--- src/rtl/fpu_pkg.sv ---
// Shared constants and the result record for the FPU significand add path.
package fpu_pkg;

    localparam int FPU_SIG_W     = 48;
    // Widest significand the result record can hold; narrower instances zero-extend.
    localparam int FPU_SIG_W_MAX = 64;

    typedef struct packed {
        logic [FPU_SIG_W_MAX:0] sum;
        logic                   sign;
        logic                   g;
        logic                   r;
        logic                   s;
        logic                   carry;
        logic                   zero;
    } fpu_add_res_t;

endpackage

--- src/rtl/fpu_adder_pipe_slice.sv ---
// Parametrised-width ripple adder slice with carry-in and carry-out.
module fpu_add_slice #(
    parameter int W = 24
) (
    input  logic [W-1:0] i_a,
    input  logic [W-1:0] i_b,
    input  logic         i_ci,
    output logic [W-1:0] o_s,
    output logic         o_co
);

    assign {o_co, o_s} = {1'b0, i_a} + {1'b0, i_b} + {{W{1'b0}}, i_ci};

endmodule

--- src/rtl/fpu_adder_pipe.sv ---
// Two-stage significand adder/subtractor: low halves in stage 1, high halves,
// result selection and flag derivation in stage 2, with valid/ready flow control.
module fpu_adder_pipe
    import fpu_pkg::*;
#(
    parameter int SIG_W = FPU_SIG_W,
    parameter int TAG_W = 4
) (
    input  logic             clk,
    input  logic             rst,
    input  logic             in_valid,
    output logic             in_ready,
    input  logic [SIG_W-1:0] in_a,
    input  logic [SIG_W-1:0] in_b,
    input  logic             in_eff_sub,
    input  logic             in_sticky,
    input  logic [TAG_W-1:0] in_tag,
    output logic             out_valid,
    input  logic             out_ready,
    output logic [SIG_W:0]   out_sum,
    output logic             out_sign,
    output logic             out_guard,
    output logic             out_round,
    output logic             out_sticky,
    output logic             out_carry,
    output logic             out_zero,
    output logic [TAG_W-1:0] out_tag
);

    localparam int LO_W = SIG_W / 2;
    localparam int HI_W = SIG_W - LO_W;

    logic             w_s1_load, w_s2_load;
    logic [LO_W-1:0]  w_a_lo, w_b_lo, w_lo_add, w_lo_ab, w_lo_ba;
    logic             w_lo_add_c, w_lo_ab_c, w_lo_ba_c;
    logic [HI_W-1:0]  w_hi_add, w_hi_ab, w_hi_ba;
    logic             w_hi_add_c, w_hi_ab_c, w_hi_ba_c;
    fpu_add_res_t     w_res;

    logic             r_s1_valid, r_s1_eff_sub, r_s1_sticky;
    logic [LO_W-1:0]  r_s1_add_lo, r_s1_ab_lo, r_s1_ba_lo;
    logic             r_s1_add_c, r_s1_ab_c, r_s1_ba_c;
    logic [HI_W-1:0]  r_s1_a_hi, r_s1_b_hi;
    logic [TAG_W-1:0] r_s1_tag;

    logic             r_s2_valid, r_s2_sign, r_s2_g, r_s2_r, r_s2_s, r_s2_carry, r_s2_zero;
    logic [SIG_W:0]   r_s2_sum;
    logic [TAG_W-1:0] r_s2_tag;

    assign w_s2_load = !r_s2_valid | out_ready;
    assign w_s1_load = !r_s1_valid | w_s2_load;
    assign in_ready  = w_s1_load;

    assign w_a_lo = in_a[LO_W-1:0];
    assign w_b_lo = in_b[LO_W-1:0];

    // Subtraction is A + ~B + 1; a carry-out of the A-B chain means no borrow (A >= B).
    fpu_add_slice #(.W(LO_W)) u_lo_add (.i_a(w_a_lo), .i_b(w_b_lo),  .i_ci(1'b0), .o_s(w_lo_add), .o_co(w_lo_add_c));
    fpu_add_slice #(.W(LO_W)) u_lo_ab  (.i_a(w_a_lo), .i_b(~w_b_lo), .i_ci(1'b1), .o_s(w_lo_ab),  .o_co(w_lo_ab_c));
    fpu_add_slice #(.W(LO_W)) u_lo_ba  (.i_a(w_b_lo), .i_b(~w_a_lo), .i_ci(1'b1), .o_s(w_lo_ba),  .o_co(w_lo_ba_c));

    fpu_add_slice #(.W(HI_W)) u_hi_add (.i_a(r_s1_a_hi), .i_b(r_s1_b_hi),  .i_ci(r_s1_add_c), .o_s(w_hi_add), .o_co(w_hi_add_c));
    fpu_add_slice #(.W(HI_W)) u_hi_ab  (.i_a(r_s1_a_hi), .i_b(~r_s1_b_hi), .i_ci(r_s1_ab_c),  .o_s(w_hi_ab),  .o_co(w_hi_ab_c));
    fpu_add_slice #(.W(HI_W)) u_hi_ba  (.i_a(r_s1_b_hi), .i_b(~r_s1_a_hi), .i_ci(r_s1_ba_c),  .o_s(w_hi_ba),  .o_co(w_hi_ba_c));

    // Stage 1 register: low-half partial sums plus the operands' high halves.
    always_ff @(posedge clk) begin
        if (rst) begin
            r_s1_valid   <= 1'b0;
            r_s1_add_lo  <= '0;
            r_s1_ab_lo   <= '0;
            r_s1_ba_lo   <= '0;
            r_s1_add_c   <= 1'b0;
            r_s1_ab_c    <= 1'b0;
            r_s1_ba_c    <= 1'b0;
            r_s1_a_hi    <= '0;
            r_s1_b_hi    <= '0;
            r_s1_eff_sub <= 1'b0;
            r_s1_sticky  <= 1'b0;
            r_s1_tag     <= '0;
        end else if (w_s1_load) begin
            r_s1_valid <= in_valid;
            if (in_valid) begin
                r_s1_add_lo  <= w_lo_add;
                r_s1_ab_lo   <= w_lo_ab;
                r_s1_ba_lo   <= w_lo_ba;
                r_s1_add_c   <= w_lo_add_c;
                r_s1_ab_c    <= w_lo_ab_c;
                r_s1_ba_c    <= w_lo_ba_c;
                r_s1_a_hi    <= in_a[SIG_W-1:LO_W];
                r_s1_b_hi    <= in_b[SIG_W-1:LO_W];
                r_s1_eff_sub <= in_eff_sub;
                r_s1_sticky  <= in_sticky;
                r_s1_tag     <= in_tag;
            end
        end
    end

    // Stage 2 combinational: pick the result by operation and A-B borrow, derive flags.
    always_comb begin
        w_res = '0;
        if (!r_s1_eff_sub) begin
            w_res.sum[SIG_W:0] = {w_hi_add_c, w_hi_add, r_s1_add_lo};
            w_res.sign         = 1'b0;
        end else if (w_hi_ab_c) begin
            w_res.sum[SIG_W:0] = {1'b0, w_hi_ab, r_s1_ab_lo};
            w_res.sign         = 1'b0;
        end else begin
            w_res.sum[SIG_W:0] = {1'b0, w_hi_ba, r_s1_ba_lo};
            w_res.sign         = 1'b1;
        end
        w_res.g     = w_res.sum[2];
        w_res.r     = w_res.sum[1];
        w_res.s     = w_res.sum[0] | r_s1_sticky;
        w_res.carry = !r_s1_eff_sub & w_res.sum[SIG_W];
        w_res.zero  = (w_res.sum == '0);
    end

    // Stage 2 register: drives every output directly.
    always_ff @(posedge clk) begin
        if (rst) begin
            r_s2_valid <= 1'b0;
            r_s2_sum   <= '0;
            r_s2_sign  <= 1'b0;
            r_s2_g     <= 1'b0;
            r_s2_r     <= 1'b0;
            r_s2_s     <= 1'b0;
            r_s2_carry <= 1'b0;
            r_s2_zero  <= 1'b0;
            r_s2_tag   <= '0;
        end else if (w_s2_load) begin
            r_s2_valid <= r_s1_valid;
            if (r_s1_valid) begin
                r_s2_sum   <= w_res.sum[SIG_W:0];
                r_s2_sign  <= w_res.sign;
                r_s2_g     <= w_res.g;
                r_s2_r     <= w_res.r;
                r_s2_s     <= w_res.s;
                r_s2_carry <= w_res.carry;
                r_s2_zero  <= w_res.zero;
                r_s2_tag   <= r_s1_tag;
            end
        end
    end

    assign out_valid  = r_s2_valid;
    assign out_sum    = r_s2_sum;
    assign out_sign   = r_s2_sign;
    assign out_guard  = r_s2_g;
    assign out_round  = r_s2_r;
    assign out_sticky = r_s2_s;
    assign out_carry  = r_s2_carry;
    assign out_zero   = r_s2_zero;
    assign out_tag    = r_s2_tag;

endmodule

--- config.mk ---
export PLATFORM = sky130hd
export DESIGN_NAME = fpu_adder_pipe
export DESIGN_NICKNAME = d
export VERILOG_FILES = /design/src/rtl/fpu_pkg.sv /design/src/rtl/fpu_adder_pipe_slice.sv /design/src/rtl/fpu_adder_pipe.sv
export SDC_FILE = /design/constraint.sdc
export NUM_CORES = 1
export LEC_CHECK = 0
export ABC_AREA = 1
export ABC_CLOCK_PERIOD_IN_PS = 3600
export CELL_PAD_IN_SITES_DETAIL_PLACEMENT = 1
export CELL_PAD_IN_SITES_GLOBAL_PLACEMENT = 1
export CORE_MARGIN = 3
export CORE_UTILIZATION = 35
export DETAILED_ROUTE_END_ITERATION = 10
export DONT_BUFFER_PORTS = 1
export PLACE_DENSITY_LB_ADDON = 0.1
export SETUP_SLACK_MARGIN = 0.02
export SYNTH_ARGS = -nofsm -noshare
export SYNTH_HDL_FRONTEND = slang
export SYNTH_SLANG_ARGS = --single-unit
--- constraint.sdc ---
create_clock -name clk -period 3.6 [get_ports clk]
set_input_delay 0.9 -clock clk [delete_from_list [all_inputs] [get_ports clk]]
set_output_delay 0.9 -clock clk [all_outputs]
set_load 0.02 [all_outputs]
==> results of run 1 <==
## per-stage QoR
step	utilization [%]	cell area [µm²]	cells
2_1_floorplan	-	16500	2723
3_3_place_gp	37.6	17300	3283
3_5_place_dp	37.6	17300	3283
4_1_cts	39.0	17900	3315
5_1_grt	39.2	18000	3320
6_report	39.2	18000	3320
## sequential cells by signal, indices dropped and copies added, names as in the netlist
register      flops
r_s1_ab_lo       23
r_s1_a_hi        24
r_s1_add_lo      23
out_sticky        1
r_s1_ab_c         1
r_s1_eff_sub      1
r_s1_sticky       1
out_valid         1
r_s1_tag          4
out_zero          1
r_s1_b_hi        24
r_s1_add_c        1
out_carry         1
r_s1_ba_lo       24
r_s1_ba_c         1
r_s1_valid        1
out_tag           4
out_sum          48
out_sign          1
## cells in the final DEF, fill, tap and decap left out, types with 3 or more instances in the layout
cell                        count
sky130_fd_sc_hd__fa_1           8
sky130_fd_sc_hd__nand2_4        3
sky130_fd_sc_hd__dfxtp_1      182
sky130_fd_sc_hd__o21ai_0      223
sky130_fd_sc_hd__a21o_1         3
sky130_fd_sc_hd__nor3_1        15
sky130_fd_sc_hd__nand3_1      114
sky130_fd_sc_hd__a21boi_0       3
sky130_fd_sc_hd__o21a_1         7
sky130_fd_sc_hd__and3_1         4
sky130_fd_sc_hd__inv_12         4
sky130_fd_sc_hd__nor4_1         9
sky130_fd_sc_hd__o211ai_1      36
sky130_fd_sc_hd__inv_2          3
sky130_fd_sc_hd__o221ai_1       8
sky130_fd_sc_hd__o21ai_2        3
sky130_fd_sc_hd__a31oi_1        9
sky130_fd_sc_hd__buf_12         5
sky130_fd_sc_hd__nand2_1      639
sky130_fd_sc_hd__nor2_4         3
sky130_fd_sc_hd__nor2_1       281
sky130_fd_sc_hd__a21oi_1      238
sky130_fd_sc_hd__nand4_1       29
sky130_fd_sc_hd__clkbuf_16     17
sky130_fd_sc_hd__a21oi_4        3
sky130_fd_sc_hd__xor2_1        69
sky130_fd_sc_hd__inv_1        509
sky130_fd_sc_hd__nand2_2       14
sky130_fd_sc_hd__buf_4         80
sky130_fd_sc_hd__xnor2_1        5
sky130_fd_sc_hd__ha_1         139
sky130_fd_sc_hd__o21bai_1       7
sky130_fd_sc_hd__dfxtp_2        3
sky130_fd_sc_hd__nor2_2         6
sky130_fd_sc_hd__clkinv_8       6
## layer usage
layer | track usage, % | routed length [µm] | vias up | part of all wire, %
li1 | - | - | 8459 | -
met1 | 44.3 | 37500 | 8288 | 53
met2 | 38.6 | 27600 | 412 | 39
met3 | 4.66 | 4550 | 28 | 6.5
met4 | 4.25 | 529 | 0 | 0.75
met5 | 0 | 0 | - | 0
## worst paths after layout
path,to,startpoint
worst max-delay path,out_zero,r_s1_b_hi[0]
worst min-delay path,r_s1_ba_lo[2],r_s1_ba_lo[2]
worst max register to register,out_zero,r_s1_b_hi[0]
worst min register to register,r_s1_ba_lo[2],r_s1_ba_lo[2]
## cell usage after synthesis (3+ instances only)
cell	instances	area (µm²)
sky130_fd_sc_hd__a21boi_0	3	22.5
sky130_fd_sc_hd__a21o_1	3	22.5
sky130_fd_sc_hd__a21oi_1	238	1190
sky130_fd_sc_hd__a31oi_1	9	56.3
sky130_fd_sc_hd__and3_1	4	25.0
sky130_fd_sc_hd__buf_1	6	22.5
sky130_fd_sc_hd__buf_2	15	75.1
sky130_fd_sc_hd__buf_4	18	135
sky130_fd_sc_hd__buf_6	10	113
sky130_fd_sc_hd__clkbuf_1	70	263
sky130_fd_sc_hd__dfxtp_1	185	3700
sky130_fd_sc_hd__fa_1	9	180
sky130_fd_sc_hd__ha_1	140	1750
sky130_fd_sc_hd__inv_1	510	1910
sky130_fd_sc_hd__inv_2	3	11.3
sky130_fd_sc_hd__nand2_1	641	2410
sky130_fd_sc_hd__nand2_2	14	87.6
sky130_fd_sc_hd__nand3_1	114	571
sky130_fd_sc_hd__nand4_1	29	181
sky130_fd_sc_hd__nor2_1	284	1070
sky130_fd_sc_hd__nor2_2	4	25.0
sky130_fd_sc_hd__nor3_1	15	75.1
sky130_fd_sc_hd__nor4_1	9	56.3
sky130_fd_sc_hd__o211ai_1	36	270
sky130_fd_sc_hd__o21a_1	7	52.6
sky130_fd_sc_hd__o21ai_0	223	1120
sky130_fd_sc_hd__o21ai_1	3	15.0
sky130_fd_sc_hd__o21bai_1	7	52.6
sky130_fd_sc_hd__o221ai_1	8	70.1
sky130_fd_sc_hd__xnor2_1	5	43.8
sky130_fd_sc_hd__xor2_1	69	604
## worst reg2reg max path: stages (launching register included)
cell	delay [ns]
sky130_fd_sc_hd__dfxtp_1	0.39
sky130_fd_sc_hd__inv_1	0.09
sky130_fd_sc_hd__fa_2	0.37
sky130_fd_sc_hd__inv_1	0.09
sky130_fd_sc_hd__fa_1	0.23
sky130_fd_sc_hd__inv_1	0.08
sky130_fd_sc_hd__nand3_1	0.07
sky130_fd_sc_hd__nand2_1	0.07
sky130_fd_sc_hd__nand2_1	0.10
sky130_fd_sc_hd__nand2_4	0.09
sky130_fd_sc_hd__nand2_4	0.11
sky130_fd_sc_hd__nand3_4	0.18
sky130_fd_sc_hd__buf_4	0.22
sky130_fd_sc_hd__nand2_1	0.05
sky130_fd_sc_hd__nand3_1	0.08
sky130_fd_sc_hd__o21ai_2	0.13
sky130_fd_sc_hd__nand2_1	0.12
sky130_fd_sc_hd__nor2_4	0.21
sky130_fd_sc_hd__nand2_1	0.09
sky130_fd_sc_hd__nor2_2	0.13
sky130_fd_sc_hd__nand3_1	0.10
sky130_fd_sc_hd__nor2_1	0.12
sky130_fd_sc_hd__nor2_1	0.05
sky130_fd_sc_hd__nor2_1	0.08
## timing repair
item / CTS / global route
setup endpoints to repair: 1 / 1
resized for setup: 2 / 20
gates cloned: 0 / 1
pin swaps: 0 / 1
buffers inserted: 0 / 4
hold buffers: 0 / 0
## cell families after synthesis
group,Yosys count
AOI/OAI and AO/OA,550
xor gates and xnor gates,74
adders and majority gates,149
buffers and inverters,638
DFF,185
muxes,2
and+or+nand+nor,1125
## report_power, final
group / total, mW / leakage, nW / switching [mW] / internal, mW
registers: 2.41 / 1.53 / 0.186 / 2.22
clock network: 2.06 / 0.305 / 1.09 / 0.967
logic: 3.16 / 7.85 / 2.20 / 0.964
## layout make-up
type                       instances  area (µm²)
clock buffer                      17         425
clock inverter                    15         211
fill                            6234       27900
inverter                         516        1940
multi-input combinational       1901       10300
sequential                       185        3710
tap                              600         751
timing repair buffer              86         716
==> impl_metrics.tcl, run 1 <==
set metrics [dict create \
    gp_routability_congestion 0.938 \
    transition_time_at_the_pin_with_the_least_slew_margin_ns 0.722 \
    synth_top_family_by_area "simple AND/OR/NAND/NOR gates" \
    grt_pass1_wl_mm 106 \
    critPathTopFamily "simple AND/OR/NAND/NOR gates" \
    finalClockSkew_ns 0.0206 \
    timing.critical_path.cells "inv_1 > fa_2 > inv_1 > fa_1 > inv_1 > nand3_1 > nand2_1 > nand2_1 > nand2_4 > nand2_4 > nand3_4 > buf_4 > nand2_1 > nand3_1 > o21ai_2 > nand2_1 > nor2_4 > nand2_1 > nor2_2 > nand3_1 > nor2_1 > nor2_1 > nor2_1" \
    yosys.area_share.adder_pct 11.7 \
    detail_route.wl_per_cell_um 21.2 \
    port_buf_inserts 0 \
    whs_ns 0.469 \
    maxSlewViolCount 0 \
    fp.dieW_um 223 \
    setup.worst_path.start_class "register" \
    globalRoute.totalOverflow 0 \
    synth.net_count 2978 \
    critical_path_buf_inv_count 4 \
    setup.reg_to_reg.worst_slack_ns 0.30 \
    drt-vias-per-instance 5.18 \
    post_synth_xor_area_fraction_pct 3.93 \
    num_rows 78 \
    drt_iter0_markers 1261 \
    max-clock-path-buffers 2 \
    finalWirelength_mm 70.3 \
    critical_path.endpoint_type "register" \
    floorplan.initialDensity_pct 35.9 \
    setup-violations-final 0 \
    data_arrival_time_of_the_critical_path_ns 3.73 \
    area_delta_synth_final_pct 9.39 \
    crit_top_cell "sky130_fd_sc_hd__nand2_1" \
    drcViolationCount 0 \
    grt_usage_pct 27.6 \
    r2r.worst_path.cells 23 \
    critPathRequiredTime_ns 4.03 \
    status "finished, final reports clean" \
    power.density_nw_per_um2 424 \
    synthDistinctLibCells 53 \
    via_count_of_the_first_global_routing_pass 16900 \
    post-route-worst-setup-slack_ns 0.297 \
    fp.dieArea_um2 49700 \
    drtPass1Iterations 5 \
    num_antenna_cells 0 \
    cts.sink_count 185 \
    timing.final.crit_share_pct 91.7 \
    power.static_leakage_nw 9.69 \
    cp_num_cells 23 \
    post_synthesis_mux_area_share_pct 0.121 \
    hold_depth 2 \
    cts_root_buf "sky130_fd_sc_hd__clkbuf_16" \
    netlist_instances 2723 \
    hold_class "register to register" \
    average_cell_area_after_synthesis_um2 6.05 \
    yosys_warnings 0 \
    tritoncts "yes" \
    vias 17200 \
    clkTransAtPathRegs_ns 0.08 \
    timing.setup.tns_ns 0 \
    final_net_count 2962 \
    detailedPlace.worstSlack_ns -0.0987 \
    power_mw 7.64 \
    cpPeakStageDelay_ns 0.39 \
    fmax_ghz 0.303 \
    post_route_cells_drive_above_1_share_pct 6.25 \
    io_pins 167 \
    worstPathMaxFanout 7 \
    grt_max_degree 110 \
    antenna_found_initial 1 \
    postRouteAntennaNets 0 \
    ir_drop_mv 0.480 \
    number_of_enable_flip_flop_cells_after_synthesis 0 \
    seq_area_frac_synth_pct 22.5 \
    numCtsBuffers 17 \
    postSynthRegisterBits 185 \
    timing.max_cap.violations 0 \
    cts_htree_levels 4 \
    final.min_clock_period_ns 3.30 \
    postSynth.asyncResetShare_pct 0 \
    rsz0062_at_grt "no" \
    fp.dieH_um 223 \
    dp_hpwl_mm 58.0 \
    synth.cell_area_um2 16500 \
    simple_logic_cell_fraction_of_the_synthesized_area_pct 27.9 \
    final_hold_viol_count 0 \
    critical_path_class "register to register" \
    synth-compound-area-share_pct 18.2 \
    clk_latency_worst_skew_pair_ns 0.49 \
    most_instantiated_flip_flop_cell_in_the_synthesis_netlist "sky130_fd_sc_hd__dfxtp_1" \
    core_region_area_um2 46000 \
    maxSlewHeadroom_pct 51.9 \
    cp_slowest_cell "sky130_fd_sc_hd__dfxtp_1" \
]
No activity file was read; power rests on OpenSTA's default activity.
==> inputs of run 2 (changes only) <==
Settings changed: CTS_BUF_LIST from default to sky130_fd_sc_hd__clkbuf_2.
==> run 2 against run 1 <==
Final area up 1.2%. Routed wire length up 1.0%. Worst hold slack worse by 0.36 ns. Combinational power up 2%. Die area unchanged. Power down 9.1%. Count of clock-buffer cells in the layout unchanged. Largest power group unchanged.
==> impl_metrics.tcl, run 2 (same netlist as run 1, synthesis figures left out) <==
set metrics [dict create \
    dp_cells 3283 \
    critical_path_class "register to register" \
    clk_latency_worst_skew_pair_ns 1.05 \
    num_rows 78 \
    final_design_area_no_fill_um2 18300 \
    r2r.worst_path.cells 16 \
    finalClockSkew_ns 0.0749 \
    timing.setup.tns_ns 0 \
    timing.hold.worst.start "in_b[35]" \
    drcViolationCount 0 \
    io_pins 167 \
    critical_path.endpoint_type "register" \
    cts.sink_count 185 \
    floorplan.initialDensity_pct 35.9 \
    vias 17400 \
    final_cells 3375 \
    critPathTopFamily "compound AO/OA/AOI/OAI gates" \
    post_route_cells_drive_above_1_share_pct 6.38 \
    status "finished, final reports clean" \
    max-clock-path-buffers 2 \
    cp_num_cells 16 \
    fmax_ghz 0.297 \
    power.static_leakage_nw 9.78 \
    via_count_of_the_first_global_routing_pass 17200 \
    setup-violations-final 0 \
    drt_iter0_markers 1328 \
    timing.max_cap.violations 0 \
    port_buf_inserts 0 \
    hold_depth 2 \
    tritoncts "yes" \
    timing.final.crit_share_pct 93.4 \
    fillers 6260 \
    rsz0062_at_grt "no" \
    ir_drop_mv 0.368 \
    most-common-layout-cells "sky130_fd_sc_hd__nand2_1 (637), sky130_fd_sc_hd__inv_1 (509), sky130_fd_sc_hd__nor2_1 (282), sky130_fd_sc_hd__a21oi_1 (238), sky130_fd_sc_hd__o21ai_0 (221)" \
    detail_route.wl_per_cell_um 21.0 \
    cp-startpoint "r_s1_a_hi[15]" \
    drtPass1Iterations 5 \
    power.density_nw_per_um2 380 \
    worstReg2RegStart "r_s1_a_hi[15]" \
    largest_reg_flops 48 \
    finalWirelength_mm 71.0 \
    gp_routability_congestion 0.938 \
    transition_time_at_the_pin_with_the_least_slew_margin_ns 0.758 \
    fp.dieArea_um2 49700 \
    whs_ns 0.108 \
    globalRoute.totalOverflow 0 \
    grt_usage_pct 27.9 \
    cpPeakStageDelay_ns 0.44 \
    final_hold_viol_count 0 \
    numCtsBuffers 17 \
    setup.worst_path.start_class "register" \
    total_cell_area_at_the_placement_stage_um2 17300 \
    grt_pass1_wl_mm 107 \
    critPathRequiredTime_ns 4.60 \
    maxSlewViolCount 0 \
    drt-vias-per-instance 5.16 \
    cts_htree_levels 4 \
    fp.dieH_um 223 \
    timing.critical_path.cells "inv_1 > ha_1 > buf_4 > inv_1 > a21oi_1 > o21ai_0 > a21oi_1 > nand3_1 > xor2_1 > mux2i_4 > nand2_1 > nor2_2 > nand3_1 > nor2_1 > nor2_1 > nor2_1" \
    dp_hpwl_mm 58.0 \
    fp.dieW_um 223 \
    antenna_found_initial 2 \
    area_delta_synth_final_pct 10.8 \
    hold_class "input port to register" \
    clkTransAtPathRegs_ns 0.33 \
    postRouteAntennaNets 0 \
    data_arrival_time_of_the_critical_path_ns 4.36 \
    worstPathMaxFanout 7 \
    maxSlewHeadroom_pct 49.5 \
    final_net_count 3015 \
    grt_max_degree 110 \
    cts_root_buf "sky130_fd_sc_hd__clkbuf_2" \
    crit_top_cell "sky130_fd_sc_hd__nor2_1" \
    final.min_clock_period_ns 3.36 \
    layout_commonest_cell "sky130_fd_sc_hd__nand2_1" \
    core_region_area_um2 46000 \
    critical_path_buf_inv_count 3 \
    power_mw 6.94 \
    cp_slowest_cell "sky130_fd_sc_hd__dfxtp_1" \
]
-- run 2: changes by cell type in the layout (fill, tap and decap cells not counted), sizes merged --
cell | previous run | this run
dlygate4sd3 | 0 | 51
buf | 86 | 88
diode | 0 | 2
-- run 2: power breakdown --
part	switching (mW)	total [mW]	internal, mW
clock network	1.02	1.29	0.277
logic	2.22	3.22	1.00
registers	0.186	2.42	2.24
total	3.42	6.94	3.52
-- run 2: final cells by class --
type                    instances  area, µm²  share of cell area [%]
diodes                          2       5.00                  0.0274
clock buffers                  17       85.1                   0.466
clock inverters                15        211                    1.16
inverters                     516       1940                    10.6
multi-input cells            1901      10300                    56.3
flip-flops and latches        185       3710                    20.4
well taps                     600        751                    4.11
repair buffers                139       1260                    6.91
-- run 2: what timing repair did --
| action | CTS | global route |
|---|---|---|
| gates resized for setup | 3 | 28 |
| hold buffers | 52 | 0 |
| pin swaps | 0 | 1 |
| gates cloned | 0 | 1 |
| buffers inserted | 0 | 5 |
| hold endpoints to repair | 123 | 0 |
| endpoints found under the setup margin | 1 | 1 |
-- run 2: metal layers --
| metal | up-vias | wire [µm] | share of wire, % | global-route usage, % |
|---|---|---|---|---|
| met5 | - | 0 | 0 | 0 |
| met4 | 0 | 735 | 1.0 | 4.90 |
| met3 | 41 | 5190 | 7.3 | 6.24 |
| met2 | 477 | 27900 | 39 | 38.8 |
| met1 | 8318 | 37100 | 52 | 43.7 |
| li1 | 8567 | - | - | - |
-- run 2: worst reg2reg max path, stage by stage (launching register included) --
cell and delay, ns:
sky130_fd_sc_hd__dfxtp_1 0.44, sky130_fd_sc_hd__inv_1 0.07, sky130_fd_sc_hd__ha_1 0.34, sky130_fd_sc_hd__buf_4 0.19
sky130_fd_sc_hd__inv_1 0.12, sky130_fd_sc_hd__a21oi_1 0.32, sky130_fd_sc_hd__o21ai_0 0.25, sky130_fd_sc_hd__a21oi_1 0.32
sky130_fd_sc_hd__nand3_1 0.18, sky130_fd_sc_hd__xor2_1 0.19, sky130_fd_sc_hd__mux2i_4 0.26, sky130_fd_sc_hd__nand2_1 0.11
sky130_fd_sc_hd__nor2_2 0.19, sky130_fd_sc_hd__nand3_1 0.10, sky130_fd_sc_hd__nor2_1 0.14, sky130_fd_sc_hd__nor2_1 0.05
sky130_fd_sc_hd__nor2_1 0.07
-- run 2: per-stage QoR --
step | setup WS [ns] | util (%)
after floorplan | 0.651 | -
after global placement | -0.0401 | 37.6
after detailed placement | -0.0987 | 37.6
after CTS | 0.0205 | 39.4
after global routing | 0.0233 | 39.7
final | 0.238 | 39.7
-- run 2: worst paths after layout --
kind / slack, ns / end
worst max-delay path: 0.24 / out_zero
worst min-delay path: 0.11 / r_s1_b_hi[11]
worst max register to register: 0.24 / out_zero
worst min register to register: 0.48 / r_s1_sticky
==> inputs of run 3 (changes only) <==
Settings changed: CTS_CLUSTER_DIAMETER from default to 60.
==> results of run 3 <==
The final DEF is identical to that of run 2; final timing and power are the same.
